**src/rtl/rv_defs_pkg.sv**
```systemverilog
// rv_defs_pkg: shared RV32I load/store encodings, LSU error codes, LSU FSM states and op legality check
//   F3_*          funct3 width/sign encodings for loads and stores
//   LSU_ERR_*     completion codes reported with done
//   lsu_state_e   LSU control FSM states
//   lsu_check()   classifies an op as ok / misaligned / illegal
package rv_defs_pkg;
    localparam logic [2:0] F3_B  = 3'b000;
    localparam logic [2:0] F3_H  = 3'b001;
    localparam logic [2:0] F3_W  = 3'b010;
    localparam logic [2:0] F3_BU = 3'b100;
    localparam logic [2:0] F3_HU = 3'b101;

    localparam logic [1:0] LSU_ERR_OK       = 2'd0;
    localparam logic [1:0] LSU_ERR_MISALIGN = 2'd1;
    localparam logic [1:0] LSU_ERR_TIMEOUT  = 2'd2;
    localparam logic [1:0] LSU_ERR_ILLEGAL  = 2'd3;

    typedef enum logic [1:0] {LSU_IDLE, LSU_BUS, LSU_RESP} lsu_state_e;

    // Illegal takes priority over misalignment; a no-op (neither load nor store) is always ok.
    function automatic logic [1:0] lsu_check(input logic ld, input logic st, input logic [2:0] f3,
                                             input logic [1:0] lo);
        logic illegal;
        logic mis;
        illegal = (ld && st) || (st && (f3[2] || f3[1:0] == 2'b11)) ||
                  (ld && (f3[1:0] == 2'b11 || (f3[2] && f3[1])));
        mis = (ld || st) && ((f3[1:0] == 2'b01 && lo[0]) || (f3[1:0] == 2'b10 && lo != 2'b00));
        return illegal ? LSU_ERR_ILLEGAL : mis ? LSU_ERR_MISALIGN : LSU_ERR_OK;
    endfunction
endpackage

```
**src/rtl/lsu_lane_align.sv**
```systemverilog
// lsu_lane_align: combinational store lane replication/strobes and load lane extract with extension
//   st_funct3, st_addr_lo, store_data -> wdata, wstrb
//   ld_funct3, ld_addr_lo, rdata      -> load_val
module lsu_lane_align
    import rv_defs_pkg::*;
(
    input  logic [2:0]  st_funct3,
    input  logic [1:0]  st_addr_lo,
    input  logic [31:0] store_data,
    input  logic [2:0]  ld_funct3,
    input  logic [1:0]  ld_addr_lo,
    input  logic [31:0] rdata,
    output logic [31:0] wdata,
    output logic [3:0]  wstrb,
    output logic [31:0] load_val
);
    logic [31:0] shifted;
    logic [15:0] half;
    logic        sext;

    assign wdata = st_funct3[1:0] == 2'b00 ? {4{store_data[7:0]}} :
                   st_funct3[1:0] == 2'b01 ? {2{store_data[15:0]}} : store_data;
    assign wstrb = st_funct3[1:0] == 2'b00 ? 4'b0001 << st_addr_lo :
                   st_funct3[1:0] == 2'b01 ? 4'b0011 << st_addr_lo : 4'b1111;

    assign shifted  = rdata >> {ld_addr_lo, 3'b000};
    assign half     = ld_addr_lo[1] ? rdata[31:16] : rdata[15:0];
    // funct3[2] marks the unsigned variants
    assign sext     = ~ld_funct3[2];
    assign load_val = ld_funct3[1:0] == 2'b00 ? {{24{sext & shifted[7]}}, shifted[7:0]} :
                      ld_funct3[1:0] == 2'b01 ? {{16{sext & half[15]}}, half} : rdata;
endmodule

```
**src/rtl/load_store_unit.sv**
```systemverilog
// load_store_unit: RV32I memory-access stage, one load/store per start over a req/ready bus
//   start/is_load/is_store/funct3/addr/store_data : op request from control
//   mem_req/we/addr/wstrb/wdata, mem_rdata/ready  : data bus
//   done/err                                      : completion pulse and status
//   load_result                                   : extended data of the last successful load
module load_store_unit
    import rv_defs_pkg::*;
#(
    parameter int unsigned TIMEOUT = 255
) (
    input  logic        clk,
    input  logic        rst,
    input  logic        start,
    input  logic        is_load,
    input  logic        is_store,
    input  logic [2:0]  funct3,
    input  logic [31:0] addr,
    input  logic [31:0] store_data,
    output logic        mem_req,
    output logic        mem_we,
    output logic [31:0] mem_addr,
    output logic [3:0]  mem_wstrb,
    output logic [31:0] mem_wdata,
    input  logic [31:0] mem_rdata,
    input  logic        mem_ready,
    output logic        done,
    output logic [1:0]  err,
    output logic [31:0] load_result
);
    lsu_state_e  state, state_n;
    logic [1:0]  chk;
    logic        go_bus, tmo, op_load;
    logic [31:0] cnt, st_wdata, ld_val;
    logic [3:0]  st_strb;
    logic [2:0]  ld_f3;
    logic [1:0]  ld_lo;

    assign chk    = lsu_check(is_load, is_store, funct3, addr[1:0]);
    assign go_bus = (is_load || is_store) && chk == LSU_ERR_OK;
    // ready in the limit cycle wins over the timeout
    assign tmo    = TIMEOUT != 0 && cnt == 32'(TIMEOUT - 1) && !mem_ready;

    lsu_lane_align u_align (
        .st_funct3  (funct3),
        .st_addr_lo (addr[1:0]),
        .store_data (store_data),
        .ld_funct3  (ld_f3),
        .ld_addr_lo (ld_lo),
        .rdata      (mem_rdata),
        .wdata      (st_wdata),
        .wstrb      (st_strb),
        .load_val   (ld_val)
    );

    always_ff @(posedge clk or posedge rst) begin
        if (rst) state <= LSU_IDLE;
        else     state <= state_n;
    end

    always_comb begin
        state_n = state;
        case (state)
            LSU_IDLE: state_n = start ? (go_bus ? LSU_BUS : LSU_RESP) : LSU_IDLE;
            LSU_BUS:  state_n = (mem_ready || tmo) ? LSU_RESP : LSU_BUS;
            default:  state_n = LSU_IDLE;
        endcase
    end

    always_ff @(posedge clk or posedge rst) begin
        if (rst) begin
            mem_req     <= 1'b0;
            mem_we      <= 1'b0;
            mem_addr    <= '0;
            mem_wstrb   <= '0;
            mem_wdata   <= '0;
            done        <= 1'b0;
            err         <= LSU_ERR_OK;
            load_result <= '0;
            cnt         <= '0;
            ld_f3       <= '0;
            ld_lo       <= '0;
            op_load     <= 1'b0;
        end else begin
            done <= 1'b0;
            err  <= LSU_ERR_OK;
            case (state)
                LSU_IDLE: begin
                    if (start && go_bus) begin
                        mem_req   <= 1'b1;
                        mem_we    <= is_store;
                        mem_addr  <= {addr[31:2], 2'b00};
                        mem_wstrb <= is_store ? st_strb : 4'b0000;
                        mem_wdata <= is_store ? st_wdata : 32'd0;
                        cnt       <= '0;
                        ld_f3     <= funct3;
                        ld_lo     <= addr[1:0];
                        op_load   <= is_load;
                    end else if (start) begin
                        done <= 1'b1;
                        err  <= chk;
                    end
                end
                LSU_BUS: begin
                    if (mem_ready || tmo) begin
                        mem_req   <= 1'b0;
                        mem_we    <= 1'b0;
                        mem_wstrb <= 4'b0000;
                        done      <= 1'b1;
                        err       <= mem_ready ? LSU_ERR_OK : LSU_ERR_TIMEOUT;
                        if (mem_ready && op_load) load_result <= ld_val;
                    end else begin
                        cnt <= cnt + 1;
                    end
                end
                default: ;
            endcase
        end
    end
endmodule

```
**config.mk**
```make
export PLATFORM = sky130hd
export DESIGN_NAME = load_store_unit
export DESIGN_NICKNAME = d
export VERILOG_FILES = /design/src/rtl/rv_defs_pkg.sv /design/src/rtl/lsu_lane_align.sv /design/src/rtl/load_store_unit.sv
export SDC_FILE = /design/constraint.sdc
export NUM_CORES = 1
export LEC_CHECK = 0
export CAP_MARGIN = 20
export CORE_ASPECT_RATIO = 1.1
export CORE_MARGIN = 3
export CORE_UTILIZATION = 48
export DETAILED_ROUTE_END_ITERATION = 16
export PLACE_DENSITY = 0.8
export SYNTH_ARGS = -nofsm -noshare
export SYNTH_HDL_FRONTEND = slang
export SYNTH_SLANG_ARGS = --single-unit
```
**constraint.sdc**
```tcl
create_clock -name clk -period 5.5 [get_ports clk]
set_input_delay 0.55 -clock clk [delete_from_list [all_inputs] [get_ports clk]]
set_output_delay 0.55 -clock clk [all_outputs]
set_load 0.05 [all_outputs]
```
==> results.yml <==
yosys:
  synth_area_mm2: 0.006938
  ys_ff_latch: 143
  ys_types: 56
  ys.flop_type: "dfrtp_1"
  synth-edff-count: 0
  ys_seq_area_frac: 0.5158
  synth_largest_area_cell: "dfrtp_1"
  syn_area_per_cell_um2: 9.275
  synth_top_area_frac: 0.5158
  syn_inst: 748
  synth.area.top_cells: "dfrtp_1 (52%), nand2_1 (11%), mux2i_1 (3.5%)"
  async_reset_ff_frac: 1.000
  yosys_warnings: 0
critical_path:
  r2r_setup_slack_ns: 2.64
  max_stage_delay_ns: 0.97
  cpMaxStageDelayCell: "clkdlybuf4s50_1"
  path_max_fanout: 42
  cp.arrival_ns: 3.38
  required_ns: 5.77
  end_kind: "register"
  crit_type: "in -> reg"
  worst_setup_path_start_kind: "input pin"
  crit_chain: "clkdlybuf4s50_1 > nor2_1 > nor4_1 > nand2_2 > buf_4 > nand2_1 > o21ai_0"
floorplanning:
  rows: 45
  initial_core_util: 0.4969
  pin_count: 210
  dieArea_mm2: 0.01593
  die_x_um: 120.6
  core_mm2: 0.01396
  die_h_um: 132.1
final_layout:
  drive_above_1_share: 0.07692
  num_antenna_cells: 0
  fin_nets: 1047
  fillerInstances: 1109
  multiInputGateArea_mm2: 0.003132
  synthToLayoutAreaGrowth_pct: 39.66
  seq_area_mm2: 0.003578
clock_tree:
  post_cts_buffers: 0
  clk_pin_slew_ns: 0.06
  clock_sinks: 143
  cts_resized: 0
  cts_buffer_depth: 2
  cts_made_buffers: 17
  h-tree-depth: 4
  cts_root_buf: "clkbuf_16"
  clock_latency_ns: 0.43
  cts_hold_buf: 0
  cts_tree: "built"
route:
  ant_nets: 0
  wirelength_um: 19950
  drc: 0
  drt_first_pass_iters: 5
  viasPerCell: 5.493
  drt_iter0_markers: 557
  vias: 6246
  wl_per_cell_um: 17.55
sta:
  finalMaxSlewViolations: 0
  finalHoldViolations: 0
  max_freq_ghz: 0.3216
  maxSlewHeadroom: 0.3351
  fin_skew_ns: 0.009796
  report.final.setup_viol: 0
  period_needed_ns: 3.110
  timing.final.ws_setup_ns: 2.390
  period_share: 0.5654
  fin_setup_tns_ns: 0
  grt_setup_unrepaired: "false"
  worst_slew_pin_slew_ns: 0.9974
run_status:
  status: "completed"
placed_design:
  post-dp-hpwl_um: 14130
  io_buffers: 207
  place.gp.congestion: 0.8660
  pre_cts_ws_ns: 1.954
global_route:
  grt_pass1_vias: 6210
  grt_util_all_layers: 0.2556
  grt-ovfl-total: 0
  antenna_found_initial: 0
  grt_max_degree: 108
  grt_pass1_wl_um: 32220
run:
  drv_cap: 0
power_and_ir_drop:
  p_leak_nw: 4.394
  p_total_w: 0.004993
  peakVddDrop_uv: 338.9
  power_density_mw_per_mm2: 515.3
worst_hold_path:
  min_path_type: "reg -> reg"
-- routing by layer --
metal | routed length [µm] | track usage | vias up
met5 | 0 | 0 | -
met4 | 481 | 0.08816 | 0
met3 | 1431 | 0.07296 | 36
met2 | 9866 | 0.4150 | 225
met1 | 8172 | 0.3290 | 3025
li1 | - | - | 2960
-- synthesized netlist by cell type (3+ instances only) --
library cell and count:
nand2_1 195, o22ai_1 4, mux4_2 7, buf_2 17, mux2_2 11, nor4_1 7, o21a_1 10, o211ai_1 5
inv_1 9, nor3_1 3, ha_1 6, nor2_1 59, nor2b_1 5, o21ai_0 41, nand4_1 13, o31ai_1 7
and3_1 5, a21oi_1 35, dfrtp_1 143, xor2_1 11, a21o_1 7, or3_1 6, buf_1 4, nand3_1 44
mux2i_1 24, clkbuf_1 23, a311oi_1 7
-- final cells by class --
cell class,instances,share of cell area
tap,188,0.02428
inverter,9,0.004003
sequential,143,0.3693
clock inverter,13,0.01188
timing repair buffer,214,0.2206
clock buffer,19,0.04675
multi-input combinational,551,0.3232
-- sequential cells by signal, indices dropped and copies added (netlist names) --
signal / cells
done: 1
mem_wdata: 32
mem_wstrb: 4
mem_addr: 30
err: 2
cnt: 32
ld_lo: 2
load_result: 32
op_load: 1
state: 2
ld_f3: 3
mem_req: 1
mem_we: 1
-- power by group --
group	switching (W)	internal [W]	total, W
Sequential	0.000234	0.00136	0.00160
Clock	0.000461	0.000645	0.00111
Combinational	0.00152	0.000772	0.00229
-- through the flow --
step / instance area (µm²) / utilization / hold WS [ns] / instances
detailed placement: 9121 / 0.6532 / 0.4554 / 1105
CTS: 9689 / 0.6939 / 0.4714 / 1137
global placement: 9101 / 0.6518 / 0.4497 / 1104
finish: 9689 / 0.6939 / 0.4674 / 1137
floorplan: 6942 / - / 0.4608 / 749
global route: 9689 / 0.6939 / 0.4788 / 1137
-- cells in the final DEF, fill, tap and decap left out, types with 7 or more instances in the layout --
cell type / count
nand3_1: 44
clkdlybuf4s50_1: 207
mux2i_1: 24
clkbuf_16: 17
mux2_2: 11
mux4_2: 7
o31ai_1: 7
inv_1: 8
nor2_1: 59
a21o_1: 7
nand4_1: 13
xor2_1: 11
a21oi_1: 35
nand2_1: 194
dfrtp_1: 143
o21ai_0: 41
nor4_1: 7
o21a_1: 10
a311oi_1: 7
-- cell families (layout without fill, tap and decap cells) --
kind of cell,count (synthesis),count (layout),share of synthesized area
flops,143,143,0.5158
compound gates,127,127,0.1106
mux,42,42,0.07520
fa+ha+maj,6,6,0.01082
xor+xnor,13,13,0.01641
simple gates,361,361,0.2368
other cells,1,2,0.0005405
buf+inv,55,255,0.03390
-- worst max-delay path: cells and delay by family --
kind	cells	cell delay (ns)
AO/OA/AOI/OAI	1	0.08
buffers and inverters	2	1.42
AND/OR/NAND/NOR	4	1.32
-- final timing paths --
check                                         start                           to  cells past startpoint
min in group asynchronous                       rst  load_result[30]$_DFFE_PP0P_                      2
setup / recovery                           is_store    mem_wdata[31]$_DFFE_PP0P_                      7
setup reg to reg                 state[0]$_DFF_PP0_  load_result[24]$_DFFE_PP0P_                      5
hold / removal             mem_wdata[3]$_DFFE_PP0P_     mem_wdata[3]$_DFFE_PP0P_                      2
hold reg to reg            mem_wdata[3]$_DFFE_PP0P_     mem_wdata[3]$_DFFE_PP0P_                      2
max in group asynchronous                       rst    mem_wdata[24]$_DFFE_PP0P_                      3
Note: power is estimated with default switching activity, not from simulation.
